===== config.mk =====
export PLATFORM = sky130hd
export DESIGN_NAME = regfile_mp
export DESIGN_NICKNAME = d
export VERILOG_FILES = /design/src/rtl/regfile_mp.sv
export SDC_FILE = /design/constraint.sdc
export NUM_CORES = 2
export LEC_CHECK = 0
export CAP_MARGIN = 20
export CORE_AREA = 5 5 586 472
export DETAILED_ROUTE_END_ITERATION = 10
export DIE_AREA = 0 0 591 477
export GPL_TIMING_DRIVEN = 0
export PLACE_DENSITY = 0.43
export SLEW_MARGIN = 20
export SYNTH_ARGS = -nofsm -noshare
export SYNTH_HDL_FRONTEND = slang
export SYNTH_SLANG_ARGS = --single-unit

===== constraint.sdc =====
create_clock -name clock -period 4.5 [get_ports clock]
set_clock_uncertainty 0.2 [all_clocks]
set_input_delay 0.675 -clock clock [delete_from_list [all_inputs] [get_ports clock]]
set_output_delay 0.675 -clock clock [all_outputs]
set_load 0.02 [all_outputs]

===== src/rtl/regfile_mp.sv =====
// Multi-port integer register file with registered reads and a busy scoreboard.
// Optional `REGFILE_BYPASS_EN forwards same-cycle write data to read ports.
module regfile_mp #(
  parameter int XLEN      = 32,
  parameter int NUM_REGS  = 32,
  parameter int NUM_READ  = 2,
  parameter int NUM_WRITE = 2,
  parameter int AW        = $clog2(NUM_REGS)
) (
  input  logic                      clock,
  input  logic                      reset,
  input  logic [NUM_READ-1:0]       rd_en,
  input  logic [NUM_READ*AW-1:0]    rd_addr,
  output logic [NUM_READ*XLEN-1:0]  rd_data,
  output logic [NUM_READ-1:0]       rd_busy,
  input  logic [NUM_WRITE-1:0]      wr_en,
  input  logic [NUM_WRITE*AW-1:0]   wr_addr,
  input  logic [NUM_WRITE*XLEN-1:0] wr_data,
  input  logic                      issue_en,
  input  logic [AW-1:0]             issue_rd
);

  logic [XLEN-1:0]          regs [NUM_REGS];
  logic [NUM_REGS-1:0]      busy;
  logic [NUM_REGS-1:0]      wr_hit;
  logic [NUM_REGS-1:0]      busy_cleared;
  logic [NUM_REGS-1:0]      busy_next;
  logic [NUM_READ*XLEN-1:0] rd_data_next;
  logic [NUM_READ-1:0]      rd_busy_next;

  // Registers hit by an enabled write this cycle; x0 never counts.
  always_comb begin
    // NOTE: every always_comb output gets a default first so no latch is inferred.
    wr_hit = '0;
    for (int w = 0; w < NUM_WRITE; w++) begin
      if (wr_en[w] && (wr_addr[w*AW +: AW] != '0)) begin
        wr_hit[wr_addr[w*AW +: AW]] = 1'b1;
      end
    end
  end

  assign busy_cleared = busy & ~wr_hit;

  // Issue applied after the clears, so a same-cycle new producer keeps the bit set.
  always_comb begin
    busy_next = busy_cleared;
    if (issue_en && (issue_rd != '0)) begin
      busy_next[issue_rd] = 1'b1;
    end
  end

  always_comb begin
    rd_data_next = '0;
    rd_busy_next = '0;
    for (int p = 0; p < NUM_READ; p++) begin
      rd_data_next[p*XLEN +: XLEN] = regs[rd_addr[p*AW +: AW]];
      rd_busy_next[p]              = busy_cleared[rd_addr[p*AW +: AW]];
`ifdef REGFILE_BYPASS_EN
      for (int w = 0; w < NUM_WRITE; w++) begin
        if (wr_en[w] && (wr_addr[w*AW +: AW] == rd_addr[p*AW +: AW]) &&
            (rd_addr[p*AW +: AW] != '0)) begin
          rd_data_next[p*XLEN +: XLEN] = wr_data[w*XLEN +: XLEN];
        end
      end
`endif
    end
  end

  // NOTE: the storage array is reset on purpose: reset must clear every register at once.
  always_ff @(posedge clock or negedge reset) begin
    if (!reset) begin
      for (int r = 0; r < NUM_REGS; r++) begin
        regs[r] <= '0;
      end
      busy <= '0;
    end else begin
      // NOTE: non-blocking writes in ascending port order let the highest port win a collision.
      for (int w = 0; w < NUM_WRITE; w++) begin
        if (wr_en[w] && (wr_addr[w*AW +: AW] != '0)) begin
          regs[wr_addr[w*AW +: AW]] <= wr_data[w*XLEN +: XLEN];
        end
      end
      busy <= busy_next;
    end
  end

  always_ff @(posedge clock or negedge reset) begin
    if (!reset) begin
      rd_data <= '0;
      rd_busy <= '0;
    end else begin
      for (int p = 0; p < NUM_READ; p++) begin
        if (rd_en[p]) begin
          rd_data[p*XLEN +: XLEN] <= rd_data_next[p*XLEN +: XLEN];
          rd_busy[p]              <= rd_busy_next[p];
        end
      end
    end
  end

endmodule


# ---- Word level (Yosys, flattened, before mapping)
# Cells that the tools add are included.
dict set report op_classes {
  magnitude_cmp 14
  reduce_logical 11
  muxes 27
  bitwise 8
}
# operator n
set ops {}
lappend ops {{$bwmux 1024} 2}
lappend ops {{$mux 1024} 2}
lappend ops {{$bmux 32 s5} 2}
lappend ops {{$demux 32 s5} 2}
lappend ops {{$mux 32} 9}
lappend ops {{$or 32x32->32} 2}
lappend ops {{$and 32x32->32} 1}
lappend ops {{$not 32->32} 1}
lappend ops {{$lt 5x6->1 const B} 5}
lappend ops {{$ge 6x6->1 const B} 4}
lappend ops {{$not 5->6} 4}
lappend ops {{$demux 1 s5} 3}
lappend ops {{$ge 5x1->1 const B} 3}
lappend ops {{$reduce_bool 5->1} 3}
lappend ops {{$lt 6x1->1 const B} 2}
lappend ops {{$bmux 1 s5} 2}
lappend ops {{$logic_and 1x1->1} 8}
lappend ops {{$mux 1} 5}
dict set report word_totals {
  word_cells 97
  ff_bits 1122
  input_bits 96
  output_inout_bits 66
}

# ---- Depth between registers and ports, before layout
dict set report logic_depth {
  depth_word 11
  mapped_depth 11
  mapped_depth_nobuf 7
}

# ---- Worst setup path before layout
# No wires, ideal clock.
dict set report synth_timing {
  path_kind {input port to flip-flop}
  start {input port rd_addr[0]}
  end {register rd_data[10]}
  t_required_ps 4163
  setup_ps 137
  cell_stages 7
  arrival_ps 2397
  n_path_buf 3
  slack_ps 1766
  cell_sequence {buf_2 > buf_6 > buf_2 > mux4_2 > mux4_2 > mux2i_1 > a21oi_1}
}
dict set report synth_via {
  elab_chain_cells 4
}
# item line_no
set synth_lines {}
lappend synth_lines {{start, declared} 13} ;# input logic [NUM_READ*AW-1:0] rd_addr,
lappend synth_lines {{$not 5->6 (implied by the code)} 56} ;# rd_data_next[p*XLEN +: XLEN] = regs[rd_addr[p*AW +: AW]];
lappend synth_lines {{$bmux 32 s5} 56}
lappend synth_lines {{$mux 32 (implied by the code) (2 in series)} 56}
lappend synth_lines {{end signal, assigned by index} 94} ;# rd_data[p*XLEN +: XLEN] <= rd_data_next[p*XLEN +: XLEN];
lappend synth_lines {{end, declared} 14} ;# output logic [NUM_READ*XLEN-1:0] rd_data,
# Every way passes these cells. The select of a mux whose other input is x is not followed.
# A chain may end at the register's enable or synchronous reset.

# ---- Worst setup path after layout
dict set report layout_timing {
  start {input port rd_addr[8]}
  end {register rd_data[33]}
}
# The elaborated chain is that of the path after synthesis.

==> parameters.txt <==
Parameter                              Value

Clocking
  TritonCTS buffer count ... ~140
  CTS tree ... built
  Maximum level of the CTS H-tree ... 4
  Clock sink count ... roughly 1100
  Root Buffer Master ... clkbuf_16
  Clk_lat worst skew ... 830 ps
  Count of instances resized after the clock tree is built ... 0
  Largest buffer count on any clock path ... 4
  Clock transition time at the flip-flop clock pins of the worst setup and hold paths ... 60 ps

Worst setup path
  Worst Path Arrival ... 4830 ps
  Setup CP Type ... primary input to register
  Required time worst endpoint ... 4910 ps
  Terminus of the critical flop-to-flop path ... rd_data[33]$_DFFE_PN0P_
  Slack of the worst reg-to-reg path ... roughly 1800 ps
  Endpoint kind of the worst setup timing path ... register
  Worst reg-to-reg path cell count ... 4
  Standard cell with the maximum stage delay on the critical path ... inv_1
  Peak per-stage delay on the critical path ... ~790 ps
  Kind of cell adding the most delay to the critical path ... buffers and inverters
  Count of buffer and inverter cells on the critical path ... 5
  Chain of cells forming the critical path ... clkdlybuf4s50_1, inv_1, clkbuf_2, buf_16, buf_2, mux4_2, mux2i_1, a21oi_1
  Critical path startpoint category ... primary input
  Crit path max fanout ... 10
  Source of the worst register-to-register timing path ... regs[257]$_DFF_PN0_

Synth
  Synth Cell Area ... approximately 67000 sq um
  Number of synthesized register bits ... 1122
  Synth warn ... 0
  Count of distinct cell types in the synthesized netlist ... 59
  Area share of the largest cell type after synthesis ... 41.9%
  Number of enable-type register cells in the synthesized netlist ... 0
  Prevailing post-synth register cell ... dfrtp_1
  Avg Cell Area, Syn ... between 10 and 15 sq um
  Post-Synthesis Cells ... between 5000 and 6000
  Post-synthesis async set-or-reset flop share ... 100%
  Fraction of the yosys area taken by sequential cells ... 41.9%
  Library cell with the largest summed area after synthesis ... dfrtp_1
  Cells taking the most area after synthesis ... dfrtp_1, mux4_2, mux2i_1, a21oi_1, nor2_1
  Net Count, Synth ... 6065

Die
  Die Height ... 477 um
  Floorplan row count ... approximately 170
  DIE AREA ... about 280000 sq um
  Placeable core region ... about 270000 sq um
  Horizontal die dimension ... 591 um
  Initial core utilization ... between 20 and 25%
  Top-Level Pins ... 162

Drt
  DRC Markers ... 0
  Via density ... approximately 5.9
  Mean routed wirelength per cell ... between 30 and 40 um
  Iteration count of the initial detailed-routing pass ... 7
  DRC violation total after the first TritonRoute iteration ... between 9000 and 10000
  Total wire length ... ~390000 um
  Number of antenna-violating nets in the routed design ... 0
  Number of vias in the routed layout ... about 59000

Placed design
  Estimated wirelength of the detail-placed design ... roughly 290000 um
  Weighted congestion reported at the end of routability-driven placement ... slightly above 1
  Placement-stage cell area ... about 74000 sq um
  Port buffer count ... between 100 and 150

STA
  Final hold violations ... 0
  Final cycle utilization of the critical path ... between 90% and 100%
  Hold Worst Slack ... 77.6 ps
  Actual transition at the worst max-transition pin ... around 1400 ps
  Unrepaired setup endpoints after global routing ... no
  Remaining max-slew budget at the tightest pin ... about 8.3%
  Number of pins exceeding their max-slew limit in the final report ... 0
  Final setup fails ... 0
  Final min period ... ~4400 ps
  Maximum clock rate ... around 230 MHz

Pwr
  Worst-case vdd ir drop ... around 0.25 mV
  Power per Cell Area ... between 400 and 500 nW/um^2
  Leak Pwr ... ~33 nW
  Total power ... roughly 36 mW

GRT
  Wire length of the first global-routing pass ... 510000 um
  Maximum number of pins on one net before global-route repair ... 134
  Remaining Overflow, GRT ... 0
  Global Route Usage Sum ... 26.5%
  Antenna violations before repair ... 33
  Vias in the first global route ... ~55000

Finish
  Area of all placed cells without fillers ... about 80000 sq um
  Sequential cell area in the final layout ... roughly 28000 sq um
  Area of the multi-input gates ... about 36000 sq um
  Final Net Count ... about 6400
  Signed area change from the synthesized netlist to the final layout ... 17.1%
  Proportion of layout cells with a drive suffix above 1 ... a little under a fifth
  Number of inserted filler cells in the final layout ... 28100

Worst hold path
  Worst hold path type ... primary input to asynchronous set/reset pin

Job
  Max cap viols ... 0

Status
  Status ... finished, final reports clean
## metal layers
metal  track usage (%)  vias to the layer above  routed length, um
li1                  -                    22700                  -
met1              39.6                    31200             171000
met2              32.6                     4229             142000
met3              10.8                      562              53500
met4              10.9                       24              18700
met5                 0                        -                148
## logic make-up (layout without fill, tap and decap cells)
kind of cell / count (synthesis) / count (layout) / synth area share [%]
buffers and inverters: 767 / 1180 / 4.79
DFF: 1122 / 1122 / 41.9
other: 0 / 21 / 0
and+or+nand+nor: 1241 / 1241 / 7.48
muxes: 1574 / 1574 / 35.5
AOI/OAI and AO/OA: 1265 / 1265 / 10.4
## stage by stage
step / utilization, % / setup WS, ps / setup TNS, ps / instances
2_1_floorplan: - / 1770 / 0 / 5969
3_3_place_gp: 27.1 / -54670 / - / 9751
3_5_place_dp: 27.4 / -473 / -4040 / 9779
4_1_cts: 29.0 / 305 / 0 / 10000
5_1_grt: 29.1 / 134 / 0 / 10000
6_report: 29.1 / 80.4 / 0 / 10000
## cells in the final DEF (no fill, tap or decap), types with 5 or more instances in the layout
| cell type | synthesis | routed |
|---|---|---|
| nand3b_1 | 21 | 21 |
| clkbuf_2 | 1 | 112 |
| clkdlybuf4s50_1 | 0 | 148 |
| bufinv_16 | 0 | 5 |
| mux2i_1 | 931 | 931 |
| buf_4 | 27 | 27 |
| nand4b_1 | 5 | 5 |
| nand2_1 | 399 | 397 |
| nand2_2 | 3 | 5 |
| buf_8 | 0 | 6 |
| nor2_2 | 0 | 9 |
| o211ai_1 | 5 | 5 |
| nand2b_1 | 6 | 6 |
| buf_16 | 0 | 19 |
| clkbuf_16 | 0 | 143 |
| nand4_1 | 8 | 8 |
| clkbuf_1 | 560 | 476 |
| buf_1 | 35 | 20 |
| diode_2 | 0 | 21 |
| buf_6 | 10 | 16 |
| dfrtp_1 | 1122 | 1122 |
| inv_1 | 9 | 9 |
| a21oi_1 | 706 | 706 |
| clkinv_2 | 0 | 14 |
| mux4_2 | 642 | 642 |
| and2_1 | 12 | 12 |
| a32oi_1 | 130 | 130 |
| buf_2 | 124 | 138 |
| o21ai_0 | 386 | 386 |
| nor3_1 | 7 | 7 |
| o2111ai_1 | 6 | 6 |
| or2_2 | 6 | 6 |
| o221ai_1 | 5 | 5 |
| nand3_1 | 18 | 18 |
| clkbuf_8 | 0 | 37 |
| nor2_1 | 729 | 718 |
## cell usage after synthesis (all sizes together) (2+ instances only)
cell / instances
mux2i: 931
a21oi: 706
nor2: 729
nor4b: 2
a311oi: 2
or2: 8
a31o: 2
mux4: 642
buf: 196
a22oi: 3
o41ai: 2
nand3: 18
nor3: 7
and4b: 4
dfrtp: 1122
nand3b: 21
o211a: 2
inv: 9
nand4b: 5
or3b: 2
nor3b: 2
o221ai: 5
clkbuf: 561
and2: 12
o211ai: 5
o2111ai: 6
nand2b: 6
a41oi: 4
nand4: 8
a32oi: 130
a31oi: 4
nand2: 402
and4bb: 4
nor2b: 4
o21ai: 386
## final cells by class
class | count | share of cell area, %
diodes | 21 | 0.0669
plain buffers | 757 | 4.24
clock buffers | 206 | 5.33
clock inverters | 26 | 0.352
inverters | 10 | 0.0478
multi-input cells | 4080 | 45.6
flip-flops and latches | 1122 | 35.8
well taps | 3633 | 5.79
repair buffers | 181 | 2.79
## flip-flops by register name, indices dropped and copies added, names as in the netlist
name / cells
busy: 32
rd_busy: 2
regs: 1024
rd_data: 64
## worst max-delay path by stage
stage | slack, ps | endpoint | cells after the start | from
global placement | -54670 | regs[118]$_DFF_PN0_ | 1 | reset
detailed placement | -470 | rd_data[33]$_DFFE_PN0P_ | 8 | rd_addr[8]
finish | 80 | rd_data[33]$_DFFE_PN0P_ | 8 | rd_addr[8]
CTS | 300 | rd_data[33]$_DFFE_PN0P_ | 8 | rd_addr[8]
floorplan | 1770 | rd_data[10]$_DFFE_PN0P_ | 7 | rd_addr[0]
global route | 130 | rd_data[33]$_DFFE_PN0P_ | 8 | rd_addr[8]
## report_power, final
part	total (mW)	internal [mW]	leakage, nW	switching, mW
Clock	11.7	6.70	2.20	5.03
Combinational	9.66	4.91	17.3	4.75
Sequential	14.8	12.7	13.6	2.11
## timing repair
action,4_1_cts,5_1_grt
setup buffers,0,0
endpoints found under the setup margin,0,0
hold buffers,1,0
endpoints found under the hold margin,251,0
(Power assumes the default switching activity.)
